[src/rtl/fp_cmp_pkg.sv]
// Shared encodings for the FloPoCo float comparator: exception classes, predicate
// opcodes and the operand width helper.
package fp_cmp_pkg;

    typedef enum logic [1:0] {
        FP_ZERO = 2'b00,
        FP_NORM = 2'b01,
        FP_INF  = 2'b10,
        FP_NAN  = 2'b11
    } fp_exn_e;

    typedef enum logic [2:0] {
        CMP_EQ    = 3'b000,
        CMP_NE    = 3'b001,
        CMP_LT    = 3'b010,
        CMP_LE    = 3'b011,
        CMP_GT    = 3'b100,
        CMP_GE    = 3'b101,
        CMP_UNORD = 3'b110,
        CMP_ORD   = 3'b111
    } cmp_op_e;

    localparam int OP_W = 3;

    function automatic int fp_w(input int we, input int wf);
        return we + wf + 3;
    endfunction

endpackage

[src/rtl/fp_cmp_lane.sv]
// One comparator lane: S1 registers the magnitude relation and the effective signs,
// S2 turns them into the signed predicate result.
module fp_cmp_lane
    import fp_cmp_pkg::*;
#(
    parameter int WE = 11,
    parameter int WF = 22
) (
    input  logic                    clk,
    input  logic                    rst,
    input  logic                    s1_load,
    input  logic                    s2_load,
    input  logic [fp_w(WE,WF)-1:0]  a,
    input  logic [fp_w(WE,WF)-1:0]  b,
    input  logic [OP_W-1:0]         op,
    output logic                    res,
    output logic                    unord
);

    localparam int W  = fp_w(WE, WF);
    localparam int MW = WE + WF;

    fp_exn_e       exn_a;
    fp_exn_e       exn_b;
    logic [MW-1:0] mag_a;
    logic [MW-1:0] mag_b;
    logic          sign_a;
    logic          sign_b;
    logic          eq_mag_d;
    logic          lt_mag_d;
    logic          nan_d;

    logic          eq_mag_q;
    logic          lt_mag_q;
    logic          sign_a_q;
    logic          sign_b_q;
    logic          nan_q;

    logic          eq_s;
    logic          lt_s;
    logic          gt_s;
    logic          res_d;

    assign exn_a = fp_exn_e'(a[W-1 -: 2]);
    assign exn_b = fp_exn_e'(b[W-1 -: 2]);
    assign mag_a = a[MW-1:0];
    assign mag_b = b[MW-1:0];

    // A zero's sign is dropped here so that +0 and -0 look identical downstream.
    assign sign_a = a[W-3] & (exn_a != FP_ZERO);
    assign sign_b = b[W-3] & (exn_b != FP_ZERO);
    assign nan_d  = (exn_a == FP_NAN) || (exn_b == FP_NAN);

    always_comb begin
        eq_mag_d = 1'b0;
        lt_mag_d = 1'b0;
        if (exn_a != exn_b) begin
            lt_mag_d = (exn_a < exn_b);
        end else if (exn_a == FP_NORM) begin
            eq_mag_d = (mag_a == mag_b);
            lt_mag_d = (mag_a < mag_b);
        end else begin
            eq_mag_d = 1'b1;
        end
    end

    always_ff @(posedge clk or negedge rst) begin
        if (!rst) begin
            eq_mag_q <= 1'b0;
            lt_mag_q <= 1'b0;
            sign_a_q <= 1'b0;
            sign_b_q <= 1'b0;
            nan_q    <= 1'b0;
        end else if (s1_load) begin
            eq_mag_q <= eq_mag_d;
            lt_mag_q <= lt_mag_d;
            sign_a_q <= sign_a;
            sign_b_q <= sign_b;
            nan_q    <= nan_d;
        end
    end

    // Both negative: larger magnitude is the smaller value.
    always_comb begin
        eq_s = eq_mag_q && (sign_a_q == sign_b_q);
        if (sign_a_q != sign_b_q) begin
            lt_s = sign_a_q;
        end else if (sign_a_q) begin
            lt_s = !lt_mag_q && !eq_mag_q;
        end else begin
            lt_s = lt_mag_q;
        end
        gt_s = !lt_s && !eq_s;
    end

    always_comb begin
        res_d = 1'b0;
        case (op)
            CMP_EQ:    res_d = !nan_q && eq_s;
            CMP_NE:    res_d = nan_q || !eq_s;
            CMP_LT:    res_d = !nan_q && lt_s;
            CMP_LE:    res_d = !nan_q && (lt_s || eq_s);
            CMP_GT:    res_d = !nan_q && gt_s;
            CMP_GE:    res_d = !nan_q && (gt_s || eq_s);
            CMP_UNORD: res_d = nan_q;
            CMP_ORD:   res_d = !nan_q;
            default:   res_d = 1'b0;
        endcase
    end

    always_ff @(posedge clk or negedge rst) begin
        if (!rst) begin
            res   <= 1'b0;
            unord <= 1'b0;
        end else if (s2_load) begin
            res   <= res_d;
            unord <= nan_q;
        end
    end

endmodule

[src/rtl/fp_compare_pipe.sv]
// Two-stage multi-lane float comparator with valid/ready flow control; the tag and
// opcode travel with each transaction while lanes compute independently.
module fp_compare_pipe
    import fp_cmp_pkg::*;
#(
    parameter int WE    = 11,
    parameter int WF    = 22,
    parameter int LANES = 3,
    parameter int TAGW  = 8
) (
    input  logic                          clk,
    input  logic                          rst,
    input  logic                          in_valid,
    output logic                          in_ready,
    input  logic [OP_W-1:0]               in_op,
    input  logic [LANES*fp_w(WE,WF)-1:0]  in_a,
    input  logic [LANES*fp_w(WE,WF)-1:0]  in_b,
    input  logic [TAGW-1:0]               in_tag,
    output logic                          out_valid,
    input  logic                          out_ready,
    output logic [LANES-1:0]              out_res,
    output logic [LANES-1:0]              out_unord,
    output logic [TAGW-1:0]               out_tag
);

    localparam int W = fp_w(WE, WF);

    logic            en;
    logic            s1_valid;
    logic            s1_load;
    logic            s2_load;
    logic [OP_W-1:0] s1_op;
    logic [TAGW-1:0] s1_tag;

    // The whole pipe advances together; a stalled output freezes both stages.
    assign en       = !out_valid || out_ready;
    assign in_ready = en;
    assign s1_load  = en && in_valid;
    assign s2_load  = en && s1_valid;

    always_ff @(posedge clk or negedge rst) begin
        if (!rst) begin
            s1_valid  <= 1'b0;
            out_valid <= 1'b0;
        end else if (en) begin
            s1_valid  <= in_valid;
            out_valid <= s1_valid;
        end
    end

    always_ff @(posedge clk or negedge rst) begin
        if (!rst) begin
            s1_op   <= '0;
            s1_tag  <= '0;
            out_tag <= '0;
        end else begin
            if (s1_load) begin
                s1_op  <= in_op;
                s1_tag <= in_tag;
            end
            if (s2_load) begin
                out_tag <= s1_tag;
            end
        end
    end

    for (genvar i = 0; i < LANES; i++) begin : g_lane
        fp_cmp_lane #(
            .WE (WE),
            .WF (WF)
        ) u_lane (
            .clk     (clk),
            .rst     (rst),
            .s1_load (s1_load),
            .s2_load (s2_load),
            .a       (in_a[i*W +: W]),
            .b       (in_b[i*W +: W]),
            .op      (s1_op),
            .res     (out_res[i]),
            .unord   (out_unord[i])
        );
    end

endmodule

[config.mk]
export PLATFORM = sky130hd
export DESIGN_NAME = fp_compare_pipe
export DESIGN_NICKNAME = d
export VERILOG_FILES = /design/src/rtl/fp_cmp_pkg.sv /design/src/rtl/fp_cmp_lane.sv /design/src/rtl/fp_compare_pipe.sv
export SDC_FILE = /design/constraint.sdc
export NUM_CORES = 1
export LEC_CHECK = 0
export BUFFER_PORTS_ARGS = -buffer_cell sky130_fd_sc_hd__buf_2
export CORE_AREA = 5 5 138 140
export CTS_BUF_LIST = sky130_fd_sc_hd__clkbuf_8 sky130_fd_sc_hd__clkbuf_16
export DETAILED_ROUTE_END_ITERATION = 8
export DIE_AREA = 0 0 143 145
export PLACE_DENSITY = 0.55
export SLEW_MARGIN = 20
export SYNTH_ARGS = -nofsm -noshare
export SYNTH_HDL_FRONTEND = slang
export SYNTH_SLANG_ARGS = --single-unit
[constraint.sdc]
create_clock -name clk -period 1.6 [get_ports clk]
set_input_delay 0.16 -clock clk [delete_from_list [all_inputs] [get_ports clk]]
set_output_delay 0.16 -clock clk [all_outputs]
set_load 0.01 [all_outputs]
== After elaboration in Yosys (flattened, before gate mapping) ==
Index checks and enable logic that the tools add are counted.

* Magnitude comparators: 6
* Equality and inequality tests: 28
* Mux-type cells: 21
* Bitwise logic cells: 6
* Reduce and logical (&&, ||, !) cells: 62

{| class="wikitable"
|+ Operators with widths
! operator !! count
|-
| $eq A33 B33 Y1 || 3
|-
| $lt A33 B33 Y1 || 3
|-
| $logic_and A1 B1 Y1 || 26
|-
| $pmux W1 S8 || 3
|-
| $mux W1 || 18
|-
| $logic_not A1 Y1 || 16
|-
| $logic_or A1 B1 Y1 || 13
|-
| $eq A2 B2 Y1 const B || 6
|-
| $eq A3 B3 Y1 const B || 4
|-
| $reduce_bool A2 Y1 || 6
|-
| $and A1 B1 Y1 || 6
|-
| $eq A2 B1 Y1 const B || 3
|-
| $eq A3 B2 Y1 const B || 2
|-
| $lt A2 B2 Y1 || 3
|-
| $ne A2 B2 Y1 || 3
|-
| $eq A1 B1 Y1 || 3
|-
| $eq A3 B1 Y1 const B || 1
|-
| $logic_not A3 Y1 || 1
|-
| $ne A1 B1 Y1 || 3
|}

* Bits in registers: 42
* Input port bits: 231
* Output and inout port bits: 16
* Logic and storage cells: 149

== Depth between registers and ports, before layout ==
* Depth after elaboration: 9
* Depth in mapped cells: 8
* Gate-level depth less buffers: 8

== Hierarchy ==
Synthesis repeated with hierarchy kept, for this count alone.

* Cell total of the unflattened synthesis: 544
* Area total of the unflattened synthesis: 4683.2 µm²

{| class="wikitable"
|+ By module, submodules not included
! module !! instances !! cells an instance !! area each (µm²) !! seq. area each (µm²)
|-
| fp_cmp_lane || 3 || 165 || 1283.7 || 175.2
|-
| fp_compare_pipe || 1 || 49 || 832.0 || 525.5
|}

== Worst setup path before layout ==
No wires, ideal clock.

* Path kind: input to register
* From: in in_b[40]
* To: reg g_lane[1].u_lane.lt_mag_q
* Library setup time: 0.065 ns
* Arrival time: 1.587 ns
* Data required time: 1.535 ns
* Slack: -0.051 ns
* Cell stages on the path: 8
* Path buffers: 0
* Path through: inv_1 -> ha_1 -> a21oi_2 -> o21ai_1 -> a2111oi_2 -> o21ai_1 -> a2111oi_0 -> or2_1

* Longest elaborated chain between the ends: 3

{| class="wikitable"
|+ RTL lines
! item !! RTL line !! text
|-
| from (decl) || fp_compare_pipe.sv:17 || <nowiki>input logic [LANES*fp_w(WE,WF)-1:0] in_b,</nowiki>
|-
| $lt A33 B33 Y1 || fp_cmp_lane.sv:61 || <nowiki>lt_mag_d = (mag_a < mag_b);</nowiki>
|-
| $mux W1 || fp_cmp_lane.sv:59 || <nowiki>end else if (exn_a == FP_NORM) begin</nowiki>
|-
| $mux W1 || fp_cmp_lane.sv:57 || <nowiki>if (exn_a != exn_b) begin</nowiki>
|-
| to (signal assigned) || fp_cmp_lane.sv:76 || <nowiki>lt_mag_q <= lt_mag_d;</nowiki>
|-
| to (decl) || fp_cmp_lane.sv:34 || <nowiki>logic lt_mag_q;</nowiki>
|}

No other way between the ends.
A chain may end at the register's enable or synchronous reset.

== Final worst setup path ==
* From: reg out_valid
* To: reg g_lane[0].u_lane.lt_mag_q

* Longest elaborated chain between the ends: 3

{| class="wikitable"
|+ RTL lines
! item !! RTL line !! text
|-
| from (decl) || fp_compare_pipe.sv:19 || <nowiki>output logic out_valid,</nowiki>
|-
| from (signal assigned) || fp_compare_pipe.sv:47 || <nowiki>out_valid <= s1_valid;</nowiki>
|-
| $logic_not A1 Y1 || fp_compare_pipe.sv:36 || <nowiki>assign en = !out_valid || out_ready;</nowiki>
|-
| $logic_or A1 B1 Y1 || fp_compare_pipe.sv:36 ||
|-
| $logic_and A1 B1 Y1 || fp_compare_pipe.sv:38 || <nowiki>assign s1_load = en && in_valid;</nowiki>
|-
| to (signal assigned) || fp_cmp_lane.sv:76 ||
|-
| to (decl) || fp_cmp_lane.sv:34 ||
|}

No other way between the ends.

==> impl_metrics.env <==
export IMPL_hp_class="in -> reg"
export IMPL_synth_fp_nets=905
export IMPL_clock_path_buffers=2
export IMPL_rsz0062_at_grt="yes"
export IMPL_route_vias_total=4783
export IMPL_synth_edf_count=0
export IMPL_drtAntennaViolNets=0
export IMPL_grt_pass1_vias=4886
export IMPL_syn_area_um2=4644
export IMPL_routedWlPerCell_um=12.85
export IMPL_crit_path_max_incr_delay_ns=0.38
export IMPL_r2r_end="g_lane[0].u_lane.lt_mag_q"
export IMPL_grt_start_max_net_pins=43
export IMPL_drt_total_wl_um=13860
export IMPL_crit_start="out_valid"
export IMPL_path_clk_slew_ns=0.07
export IMPL_cts_made_buffers=5
export IMPL_drc=0
export IMPL_area_growth_pct=44.80
export IMPL_drt_vias_per_instance=4.433
export IMPL_synth_top_area_frac=0.2829
export IMPL_ys_seq_area_frac=0.2263
export IMPL_start_util=0.2621
export IMPL_rows=49
export IMPL_clock_skew_ns=0.004175
export IMPL_setup_viol=0
export IMPL_ff2ff_setup_slack_ns=0.04
export IMPL_finalMaxSlewViolations=0
export IMPL_criticalPathCategory="reg -> reg"
export IMPL_holdWs_ns=0.1016
export IMPL_clock_fmax_mhz=640.1
export IMPL_fp_dieH_um=145
export IMPL_synthTopCellsByArea="ha_1, dfrtp_1, inv_1, mux2_2, o21ai_0"
export IMPL_critPathCapture="g_lane[0].u_lane.lt_mag_q"
export IMPL_post_route_period_util=0.9764
export IMPL_max_cap_viol_count=0
export IMPL_tritoncts="yes"
export IMPL_synth_top_area_cell="ha_1"
export IMPL_slowest_stage="dfrtp_1"
export IMPL_ys_warn_count=0
export IMPL_timing_rr_start="out_valid"
export IMPL_start_kind="register"
export IMPL_r2r_cells=7
export IMPL_drtIter0Drc=145
export IMPL_slew_headroom=0.6238
export IMPL_ir_worst_vdd_mv=0.5581
export IMPL_tightest_slew_ns=0.5643
export IMPL_crit_family="compound AO/OA/AOI/OAI gates"
export IMPL_critical_path_max_fanout=4
export IMPL_core_um2=17720
export IMPL_ys_seq_elements=42
export IMPL_run_status="complete, no violations"
export IMPL_final_hold_violation_count=0
export IMPL_grt_pass1_wl_um=22490
export IMPL_place_gp_congestion=0.7939
export IMPL_drt_pass1_iter_count=4
export IMPL_drive_gt1_frac=0.3941
export IMPL_n_antenna_cell=0
export IMPL_tns_ns=0
export IMPL_synthArstFlopShare=1.000
export IMPL_crit_path_cell_trace="nand2b_1 > buf_6 > nand4_1 > a2111oi_4 > o31ai_1 > a221oi_1 > a211o_1"
export IMPL_fin_nets=1185
export IMPL_min_period_ns=1.562
export IMPL_h_tree_depth=2
export IMPL_root_buffer="clkbuf_16"
export IMPL_syn_inst=569
export IMPL_place_worst_setup_slack_ns=-0.3644
export IMPL_overflow=0
export IMPL_worst_path_buf_inv=1
export IMPL_power_density_nw_per_um2=674.8
export IMPL_grt_usage=0.1299
export IMPL_dieArea_um2=20740
export IMPL_critical_path_required_ns=1.82
export IMPL_crit_cells=7
export IMPL_cp_end_kind="register"
export IMPL_dp_final_hpwl_um=12280
export IMPL_layoutNonFillerInstCount=1079
export IMPL_synth_cell_type_count=45
export IMPL_die_x_um=143
export IMPL_io_pins=247
export IMPL_cts_sinks=42
export IMPL_place_inst=1066
export IMPL_fin_util=0.3796
export IMPL_final_cell_mix="buf_2, inv_1, ha_1"
export IMPL_syn_avg_cell_area_um2=8.162
export IMPL_clock_latency_ns=0.28
export IMPL_p_leak_nw=3.784
export IMPL_port_buffers=246
export IMPL_antenna_found_initial=0
export IMPL_fin_ws_ns=0.03773
export IMPL_crit_arrival_ns=1.79
export IMPL_synth_main_ff_cell="dfrtp_1"
export IMPL_final_common_cell="buf_2"
[synth_stat cells, drive strengths merged, types with 9 or more instances]
cell / number
nor2: 31
a21o: 11
inv: 110
dfrtp: 42
nand2: 51
ha: 105
nand4: 10
buf: 9
nor3: 12
a21oi: 35
nand2b: 9
o21ai: 45
mux2: 22
[layout make-up]
class	count	area, µm²
timing repair buffer	287	1562
tap	229	286.5
fill	1875	10990
clock inverter	3	43.79
multi-input combinational	403	3244
sequential	42	1051
inverter	110	412.9
clock buffer	5	125.1
[kinds of logic (layout without fill, tap and decap cells)]
kind of cell,after synthesis,in the layout,synth area share
buf+inv,124,405,0.1064
compound gates,137,137,0.1870
fa+ha+maj,105,105,0.2829
mux,22,22,0.05334
xor+xnor,3,3,0.005658
flops,42,42,0.2263
simple gates,136,136,0.1385
[power by group]
group,leakage (nW),total [mW],switching [mW],internal [mW]
registers,0.510,1.50,0.184,1.32
logic,3.19,1.85,0.864,0.984
clock network,0.0842,1.19,0.449,0.740
[worst min-delay path by stage]
stage	startpoint	slack (ns)	cells past startpoint	to
6_report	in_tag[0]	0.10	2	s1_tag[0]
5_1_grt	in_tag[0]	0.10	2	s1_tag[0]
4_1_cts	in_tag[7]	0.1	2	s1_tag[7]
3_5_place_dp	rst	0.29	2	g_lane[0].u_lane.res
3_3_place_gp	rst	0.30	2	g_lane[1].u_lane.unord
2_1_floorplan	rst	-0.14	0	g_lane[0].u_lane.eq_mag_q
[flip-flops by register name, summed over array words and instances, names as in the netlist]
| name | count |
|---|---|
| out_tag | 8 |
| s1_tag | 8 |
| g_lane.u_lane.eq_mag_q | 3 |
| g_lane.u_lane.lt_mag_q | 3 |
| g_lane.u_lane.nan_q | 3 |
| g_lane.u_lane.res | 3 |
| g_lane.u_lane.sign_a_q | 3 |
| g_lane.u_lane.sign_b_q | 3 |
| g_lane.u_lane.unord | 3 |
| s1_op | 3 |
| out_valid | 1 |
| s1_valid | 1 |
[through the flow]
step | total power [mW] | cell area, µm²
finish | 4.538 | 6725
global route | 4.934 | 6725
CTS | 4.595 | 6583
detailed placement | 3.355 | 6376
global placement | 3.324 | 6376
floorplan | 2.581 | 4657
[what timing repair did]
item	in CTS	in global routing
setup buffers	1	3
hold buffers	1	0
hold endpoints to repair	42	0
gates cloned	0	0
pin swaps	1	13
setup endpoints to repair	3	3
resized for setup	6	18
[layer usage]
| layer | vias to the layer above | share of wire | global-route usage |
|---|---|---|---|
| li1 | 2532 | - | - |
| met1 | 2107 | 0.42 | 0.1553 |
| met2 | 138 | 0.50 | 0.2361 |
| met3 | 6 | 0.073 | 0.02994 |
| met4 | 0 | 0.0069 | 0.02519 |
| met5 | - | 0 | 0 |
(Power assumes the default switching activity.)
